--- config.mk ---
export PLATFORM = sky130hd
export DESIGN_NAME = namuru_accum_capture
export DESIGN_NICKNAME = d
export VERILOG_FILES = /design/src/rtl/namuru_capture_pkg.sv /design/src/rtl/namuru_rr_arbiter.sv /design/src/rtl/namuru_accum_capture.sv
export SDC_FILE = /design/constraint.sdc
export NUM_CORES = 2
export LEC_CHECK = 0
export ABC_AREA = 1
export CAP_MARGIN = 20
export CORE_AREA = 2 2 500 502
export CTS_BUF_LIST = sky130_fd_sc_hd__clkbuf_4 sky130_fd_sc_hd__clkbuf_8
export CTS_CLUSTER_SIZE = 8
export DETAILED_ROUTE_END_ITERATION = 8
export DIE_AREA = 0 0 502 504
export RECOVER_POWER = 50
export SLEW_MARGIN = 30
export SYNTH_ARGS = -nofsm -noshare
export SYNTH_HDL_FRONTEND = slang
export SYNTH_SLANG_ARGS = --single-unit
--- constraint.sdc ---
create_clock -name sys_clk -period 57 [get_ports sys_clk]
set_input_delay 11.4 -clock sys_clk [delete_from_list [all_inputs] [get_ports sys_clk]]
set_output_delay 11.4 -clock sys_clk [all_outputs]
set_load 0.05 [all_outputs]
--- src/rtl/namuru_capture_pkg.sv ---
// Shared word indices, FSM state type and helpers for namuru_accum_capture.
// NAMURU_CAPTURE_TIMESTAMP_EN adds a timestamp word (word 6) to every channel record.
package namuru_capture_pkg;

  localparam int WORD_IE = 0;
  localparam int WORD_QE = 1;
  localparam int WORD_IP = 2;
  localparam int WORD_QP = 3;
  localparam int WORD_IL = 4;
  localparam int WORD_QL = 5;
  localparam int WORD_TS = 6;

`ifdef NAMURU_CAPTURE_TIMESTAMP_EN
  localparam int NWORDS = 7;
`else
  localparam int NWORDS = 6;
`endif

  localparam logic [2:0] LAST_WORD = 3'(NWORDS - 1);

  // state | meaning
  // IDLE  | pick next pending channel (round robin from rr_ptr)
  // COPY  | write one staged word per cycle into the result RAM
  typedef enum logic {IDLE = 1'b0, COPY = 1'b1} state_t;

  function automatic logic [31:0] sext32(input logic [31:0] v, input int w);
    return $unsigned($signed(v << (32 - w)) >>> (32 - w));
  endfunction

endpackage

--- src/rtl/namuru_rr_arbiter.sv ---
// Round-robin first-set-bit finder: returns the first pending channel at or
// after i_ptr, wrapping modulo NCH.
module namuru_rr_arbiter #(
  parameter int NCH = 12,
  parameter int CW  = (NCH > 1) ? $clog2(NCH) : 1
) (
  input  logic [NCH-1:0] i_pending,
  input  logic [CW-1:0]  i_ptr,
  output logic [CW-1:0]  o_grant,
  output logic           o_any
);

  logic [NCH-1:0] w_rot;

  always_comb begin
    int g;
    g       = 0;
    w_rot   = NCH'({i_pending, i_pending} >> i_ptr);
    o_any   = |i_pending;
    o_grant = '0;
    // Descending scan so the lowest rotated offset wins.
    for (int j = NCH - 1; j >= 0; j--) begin
      if (w_rot[j]) begin
        g = int'(i_ptr) + j;
        if (g >= NCH) g = g - NCH;
        o_grant = CW'(g);
      end
    end
  end

endmodule

--- src/rtl/namuru_accum_capture.sv ---
// N-channel correlator dump capture: per-channel staging, round-robin copy into
// a shared result RAM, ready/overrun masks and interrupt. Option: NAMURU_CAPTURE_TIMESTAMP_EN.
module namuru_accum_capture
  import namuru_capture_pkg::*;
#(
  parameter int NCH = 12,
  parameter int W   = 16,
  parameter int AW  = $clog2(NCH) + 3
) (
  input  logic               sys_clk,
  input  logic               sys_rst,
  input  logic [NCH-1:0]     ch_dump,
  input  logic [NCH*6*W-1:0] ch_corr,
  input  logic [23:0]        tic_count,
  input  logic [AW-1:0]      rd_addr,
  output logic [31:0]        rd_data,
  output logic [NCH-1:0]     ready,
  output logic [NCH-1:0]     overrun,
  input  logic               clr_stb,
  input  logic [NCH-1:0]     clr_mask,
  input  logic [NCH-1:0]     int_mask,
  output logic               accum_int,
  output logic               busy
);

  localparam int CW  = (NCH > 1) ? $clog2(NCH) : 1;
  localparam int RD  = NCH * NWORDS;
  localparam int RIW = $clog2(RD);

  state_t         r_state, w_state_nxt;
  logic [CW-1:0]  r_ch, w_ch_nxt, r_rr_ptr, w_rr_nxt, w_grant;
  logic [2:0]     r_word, w_word_nxt;
  logic           w_any, w_wr_en, w_done, w_rd_hit;
  logic [NCH-1:0] r_pending, r_ready, r_overrun;
  logic [NCH-1:0] w_pend_set, w_over_set, w_done_mask, w_clr;
  logic [6*W-1:0] r_stage [NCH];
  logic [W-1:0]   w_words [6];
  logic [31:0]    w_wr_data;
  logic [RIW-1:0] w_wr_idx, w_rd_idx;
  logic [31:0]    r_ram [RD];
  logic [31:0]    r_rd_data;

`ifdef NAMURU_CAPTURE_TIMESTAMP_EN
  logic [23:0] r_stage_ts [NCH];

  always_ff @(posedge sys_clk or posedge sys_rst) begin
    if (sys_rst) begin
      for (int c = 0; c < NCH; c++) r_stage_ts[c] <= '0;
    end else begin
      for (int c = 0; c < NCH; c++) if (w_pend_set[c]) r_stage_ts[c] <= tic_count;
    end
  end
`else
  logic w_unused_tic;
  assign w_unused_tic = ^tic_count;
`endif

  namuru_rr_arbiter #(.NCH(NCH), .CW(CW)) u_arb (
    .i_pending (r_pending),
    .i_ptr     (r_rr_ptr),
    .o_grant   (w_grant),
    .o_any     (w_any)
  );

  always_comb begin
    w_state_nxt = r_state;
    w_ch_nxt    = r_ch;
    w_word_nxt  = r_word;
    w_rr_nxt    = r_rr_ptr;
    w_wr_en     = 1'b0;
    w_done      = 1'b0;
    case (r_state)
      IDLE: begin
        if (w_any) begin
          w_state_nxt = COPY;
          w_ch_nxt    = w_grant;
          w_word_nxt  = '0;
        end
      end
      COPY: begin
        w_wr_en    = 1'b1;
        w_word_nxt = r_word + 3'd1;
        if (r_word == LAST_WORD) begin
          w_done      = 1'b1;
          w_state_nxt = IDLE;
          w_word_nxt  = '0;
          w_rr_nxt    = (int'(r_ch) == NCH - 1) ? '0 : r_ch + CW'(1);
        end
      end
      default: w_state_nxt = IDLE;
    endcase
  end

  always_comb begin
    for (int i = 0; i < 6; i++) w_words[i] = r_stage[r_ch][i*W +: W];
    w_wr_data = '0;
`ifdef NAMURU_CAPTURE_TIMESTAMP_EN
    if (r_word == 3'(WORD_TS)) w_wr_data = {8'h00, r_stage_ts[r_ch]};
    else                       w_wr_data = sext32(32'(w_words[r_word]), W);
`else
    w_wr_data = sext32(32'(w_words[r_word]), W);
`endif
    w_wr_idx = RIW'(int'(r_ch) * NWORDS + int'(r_word));
  end

  always_comb begin
    int rc, rw;
    rc       = int'(rd_addr >> 3);
    rw       = int'(rd_addr[2:0]);
    w_rd_hit = (rc < NCH) && (rw < NWORDS);
    w_rd_idx = RIW'(rc * NWORDS + rw);
  end

  always_comb begin
    w_clr       = clr_stb ? clr_mask : '0;
    w_pend_set  = ch_dump & ~r_pending;
    // A dump that finds its channel still pending is lost, even mid-copy.
    w_over_set  = ch_dump & r_pending;
    w_done_mask = '0;
    if (w_done) w_done_mask[r_ch] = 1'b1;
  end

  always_ff @(posedge sys_clk or posedge sys_rst) begin
    if (sys_rst) begin
      r_state   <= IDLE;
      r_ch      <= '0;
      r_word    <= '0;
      r_rr_ptr  <= '0;
      r_pending <= '0;
      r_ready   <= '0;
      r_overrun <= '0;
    end else begin
      r_state   <= w_state_nxt;
      r_ch      <= w_ch_nxt;
      r_word    <= w_word_nxt;
      r_rr_ptr  <= w_rr_nxt;
      r_pending <= (r_pending & ~w_done_mask) | w_pend_set;
      r_ready   <= (r_ready & ~w_clr) | w_done_mask;
      r_overrun <= (r_overrun & ~w_clr) | w_over_set;
    end
  end

  always_ff @(posedge sys_clk or posedge sys_rst) begin
    if (sys_rst) begin
      for (int c = 0; c < NCH; c++) r_stage[c] <= '0;
    end else begin
      for (int c = 0; c < NCH; c++) if (w_pend_set[c]) r_stage[c] <= ch_corr[c*6*W +: 6*W];
    end
  end

  always_ff @(posedge sys_clk) begin
    if (w_wr_en) r_ram[w_wr_idx] <= w_wr_data;
  end

  always_ff @(posedge sys_clk or posedge sys_rst) begin
    if (sys_rst) r_rd_data <= '0;
    else         r_rd_data <= w_rd_hit ? r_ram[w_rd_idx] : '0;
  end

  assign rd_data   = r_rd_data;
  assign ready     = r_ready;
  assign overrun   = r_overrun;
  assign accum_int = |(r_ready & int_mask);
  assign busy      = (r_state != IDLE);

endmodule

# After elaboration in Yosys (flattened, before gate mapping)
# Memories as Yosys holds them, arrays and structs flattened.
# Index checks and enable logic that the tools add are counted.
dict set report classes {
  n_mux 47
  reduce_logical 6
  multipliers 2
  n_eq_ne 3
  add_sub_neg 27
  shifts 1
  bitwise 15
  magnitude_cmp 18
}
# op n
set ops {}
lappend ops {{96-bit binary-select mux with 4-bit select} 1}
lappend ops {{96-bit two-way mux} 2}
lappend ops {{4-bit two-way mux} 25}
lappend ops {{12-bit AND} 6}
lappend ops {{5-bit by 4-bit greater-or-equal comparator with 1-bit output, second input constant} 11}
lappend ops {{16-bit binary-select mux with 3-bit select} 1}
lappend ops {{4-bit by 3-bit subtractor with 4-bit output, second input constant} 11}
lappend ops {{12-bit inverter} 3}
lappend ops {{12-bit OR} 3}
lappend ops {{16-bit two-way mux} 2}
lappend ops {{32-bit two-way mux} 1}
lappend ops {{12-bit two-way mux} 2}
lappend ops {{12-bit OR reduction} 2}
lappend ops {{24-bit by 4-bit >> shifter with 12-bit output} 1}
lappend ops {{4-bit by 3-bit adder with 5-bit output, second input constant} 4}
lappend ops {{4-bit by 4-bit adder with 5-bit output, second input constant} 4}
lappend ops {{7-bit by 3-bit adder with 7-bit output} 2}
lappend ops {{4-bit by 2-bit multiplier with 6-bit output, second input constant} 2}
lappend ops {{4-bit by 2-bit adder with 5-bit output, second input constant} 2}
lappend ops {{4-bit greater-or-equal comparator, second input constant} 2}
lappend ops {{1-bit two-way mux} 8}
lappend ops {{3-bit two-way mux} 2}
lappend ops {{3-bit one-hot mux with 2 select lines} 1}
lappend ops {{4-bit by 1-bit adder with 5-bit output, second input constant} 1}
lappend ops {{other kinds (18)} 20}
dict set report word_totals {
  ff_bits 1232
  n_memories 1
  input_bits 1222
  out_inout_bits 58
  ram_bits 2304
  wordCells 140
}
# name words word_bits rd rd_clocked_by_memory_dff wr line_no
set memory_table {}
lappend memory_table {r_ram 72 32 1 0 1 namuru_accum_capture.sv:40} ;# logic [31:0] r_ram [RD];

# Depth between registers and ports, before layout
dict set report depth {
  word_depth 15
  ltp_mapped 33
  depth_no_buf 32
}

# Modules after synthesis
# A second synthesis with hierarchy kept.
dict set report hier_totals {
  hier_cells 10154
  hier_area_um2 105321.0
}
# mod cells_per_inst n_inst seq_area_each_um2 area_per_inst_um2
set by_module_without_submodules {}
lappend by_module_without_submodules {namuru_accum_capture 9752 1 65022.4 103289.1}
lappend by_module_without_submodules {namuru_rr_arbiter 402 1 0.0 2031.9}

# Least setup slack after synthesis
# OpenSTA, ideal clock, no wires.
dict set report synth_path {
  kind {input to output}
  startpoint {input int_mask[10]}
  endpoint {output accum_int}
  slack_ns 33.360
  n_path_buf 0
  required_time_ns 45.600
  path_stages 3
  arrival_time_ns 12.240
  path_cell_list {a22o_1 a221oi_1 nand3_1}
}
dict set report synth_via {
  elab_chain_len 2
}
# item line_no
set synth_rtl {}
lappend synth_rtl {{start: declaration} namuru_accum_capture.sv:21} ;# input logic [NCH-1:0] int_mask,
lappend synth_rtl {{12-bit AND} namuru_accum_capture.sv:163} ;# assign accum_int = |(r_ready & int_mask);
lappend synth_rtl {{12-bit OR reduction} namuru_accum_capture.sv:163}
lappend synth_rtl {{end: declaration} namuru_accum_capture.sv:22} ;# output logic accum_int,
# No other way between the ends.

# Worst setup path in the final report
dict set report layout_path {
  startpoint {input int_mask[7]}
  endpoint {output accum_int}
}
# The elaborated chain is that of the path after synthesis.

==> reports/metrics.yaml <==
route:
  drtIter0Drc: 8377
  wl_mm: 427
  drtAntennaViolNets: 0
  via_per_inst: 5.64
  wl_per_cell_um: 30.3
  drc: 0
  drtPass1Iterations: 6
  vias: 79300
timing:
  fmax_mhz: 40.2
  drv_slew: 2535
  fin_crit_sh: 0.436
  slew_headroom: -2.45
  worst_pin_slew_ps: 5150
  fin_skew_ps: 130
  fin_crit_ps: 24850
  rsz0062_at_grt: "no"
  hold_violations: 0
  setup_viol: 0
  setup_tns_ps: 0
cts:
  clk_latency_ps: 1110
  h-tree-depth: 5
  cts_num_sinks: 2368
  cts_hold_buf: 0
  clock_path_buffers: 4
  cts_tree: "built"
  cts-resized-gates: 0
  numCtsBuffers: 418
  path_clk_slew_ps: 50
  cts-root-buf: "clkbuf_8"
  cts_setup_buffers: 0
synthesis:
  synth_edf_count: 1152
  synth.avg_cell_area_um2: 11.5
  ys.flop_type: "dfrtp_1"
  synth.distinct_cells: 54
  async_flop_share: 0.514
  ys_seq_elements: 2368
  yosys_warnings: 0
  synth_nets: 10300
  syn_inst: 9064
  syn_area_um2: 105000
  ys_seq_area_frac: 0.622
grt:
  antenna_found_initial: 215
  overflow: 0
  grt_pass1_vias: 77200
  grt_pass1_wl_mm: 588
  gr-usage-all-layers: 0.329
  grt_max_degree: 197
setup_path:
  critPathMaxFanout: 1
  worstPathCellList: "clkdlybuf4s50_1 > a22o_1 > a221oi_1 > nand3_1 > clkdlybuf4s50_1"
  worstPathRequired_ps: 45600
  worst_ep_arrival_time_ps: 13450
  setup.worst_path.class: "primary input to primary output"
  crit_top_cell: "clkdlybuf4s50_1"
  r2r_setup_slack_ps: 42460
  end_kind: "primary output"
  slowest_delay_ps: 740
  crit_slowest_cell: "clkdlybuf4s50_1"
  cp-start-kind: "primary input"
pwr:
  p_per_area_nw_per_um2: 32.0
  power.total_mw: 4.11
  leakage_nw: 54.5
  peakVddDrop_mv: 0.0224
cells_and_area:
  final_core_util: 0.520
  design_area_um2: 129000
  layout-drive-gt1-share: 0.172
  nFillCells: 22300
  area_growth_pct: 23.1
  nNetsFinal: 11500
run_status:
  status: "finished with violations"
  violations: "max-capacitance violations, max-slew violations"
die:
  die_w_um: 502
  rows: 183
  core_area_um2: 248000
  start_util: 0.423
  ios: 1280
  dieArea_um2: 253000
  dieHeight_um: 504
placement:
  port_buffers: 1255
  dp_hpwl_mm: 303
  postPlaceCellArea_um2: 121000
  routabilityCongestion: 0.955
min_path:
  min_path_type: "register to register"
flow_run:
  drv_cap: 85
[path summary, 6_finish.rpt]
path                                     from             to  cells past startpoint
max in group asynchronous             sys_rst   r_stage[223]                      7
worst max-delay path              int_mask[7]      accum_int                      5
worst min register to register  r_stage[1010]  r_stage[1010]                      1
worst max register to register        r_ch[0]  r_ram[18][12]                     10
min in group asynchronous             sys_rst   r_stage[580]                      2
worst min-delay path            r_stage[1010]  r_stage[1010]                      1
[area by class of cell]
cell class	count	area [um^2]	share of cell area
antenna	176	440	0.00342
clock buffer	633	7660	0.0595
clock inverter	81	571	0.00443
inverter	672	2550	0.0198
multi-input combinational	5381	34500	0.268
sequential	2368	65000	0.505
tap	3330	4170	0.0324
timing repair buffer	1427	13800	0.107
[power by group]
group / internal [mW] / switching [mW] / total [mW] / leakage, nW
sequential: 1.91 / 0.0682 / 1.98 / 27.3
clock: 0.873 / 0.713 / 1.59 / 4.38
combinational: 0.246 / 0.301 / 0.547 / 22.8
[metal layers]
layer	wire (um)	GRT usage
met1	166000	0.413
met4	27600	0.204
met5	553	0
met3	35600	0.0818
met2	198000	0.509
[cell usage after synthesis (all sizes together), types with 2 or more instances]
| cell type | number | share of area |
|---|---|---|
| dfrtp | 1216 | 0.29 |
| edfxtp | 1152 | 0.33 |
| o21ai | 1015 | 0.049 |
| mux2 | 933 | 0.10 |
| a21oi | 863 | 0.041 |
| nor2 | 695 | 0.025 |
| inv | 669 | 0.024 |
| nand3 | 561 | 0.027 |
| nand2 | 533 | 0.019 |
| clkbuf | 329 | 0.012 |
| buf | 314 | 0.016 |
| o211ai | 255 | 0.018 |
| mux2i | 234 | 0.022 |
| o22ai | 87 | 0.0052 |
| ha | 43 | 0.0051 |
| o221ai | 29 | 0.0024 |
| a22o | 16 | 0.0013 |
| a311oi | 15 | 0.0013 |
| nor3 | 15 | 0.00072 |
| xor2 | 14 | 0.0013 |
| a32oi | 13 | 0.0011 |
| xnor2 | 10 | 0.0011 |
| a21o | 8 | 0.00057 |
| a211oi | 7 | 0.00050 |
| a31oi | 7 | 0.00042 |
| a31o | 5 | 0.00042 |
| fa | 4 | 0.00077 |
| a221oi | 3 | 0.00025 |
| clkinv | 3 | 0.00011 |
| a22oi | 2 | 0.00014 |
| nor3b | 2 | 0.00019 |
| nor4 | 2 | 0.00012 |
| o21bai | 2 | 0.00014 |
| o31ai | 2 | 0.00014 |
[stage by stage]
step / hold WS [ps] / worst slack, ps / instances
final: 497 / 32150 / 14100
after global routing: 504 / 32110 / 14000
after CTS: 499 / 32100 / 13900
after detailed placement: 487 / 32110 / 13200
after global placement: 481 / 32110 / 13200
after floorplan: 474 / 11340 / 9064
[worst max-delay path, delay by kind of cell]
family          cells  cell delay, ps
compound gates      2             660
simple gates        1             220
buf+inv             2            1150
[flip-flops by register name (all words and copies together) (netlist names)]
signal and flops:
r_ch 4, busy 1, r_word 3, rd_data 16
r_pending 12, overrun 12, r_rr_ptr 4, r_stage 1152
ready 12, r_ram 1152
[kinds of logic (layout without fill, tap and decap cells)]
kind of cell,Yosys count,in the layout,share of synthesized area
buf+inv,1315,2813,0.0518
simple gates,1810,1810,0.0726
flops,2368,2368,0.622
compound gates,2333,2333,0.123
other cells,0,176,0
xor+xnor,24,24,0.00240
mux,1167,1167,0.123
fa+ha+maj,47,47,0.00591
[cell usage in the layout (no fill, tap or decap), types with 7 or more instances in the layout]
cell type        count
clkbuf_4           168
edfxtp_1          1152
o221ai_1            29
buf_12               7
diode_2            176
mux2i_1            234
nand3_1            553
buf_6                9
clkinv_2            22
o22ai_4             13
clkinvlp_4           9
xor2_1              12
clkinv_1            42
a31oi_1              7
nand2_1            513
clkdlybuf4s50_1   1251
a21o_1               8
o22ai_1             74
buf_4              110
ha_1                42
a32oi_1             13
mux2_2             933
o21ai_0            998
a21oi_1            862
inv_1              653
dfrtp_1           1213
a311oi_1            14
inv_2                7
nand2_2             14
o211ai_1           255
o21ai_1             12
xnor2_1              8
clkbuf_8           465
clkbuf_1            45
a22o_1              16
nand3_2              8
nor2_1             692
nor3_1              15
Power figures use the tool's default switching activity.
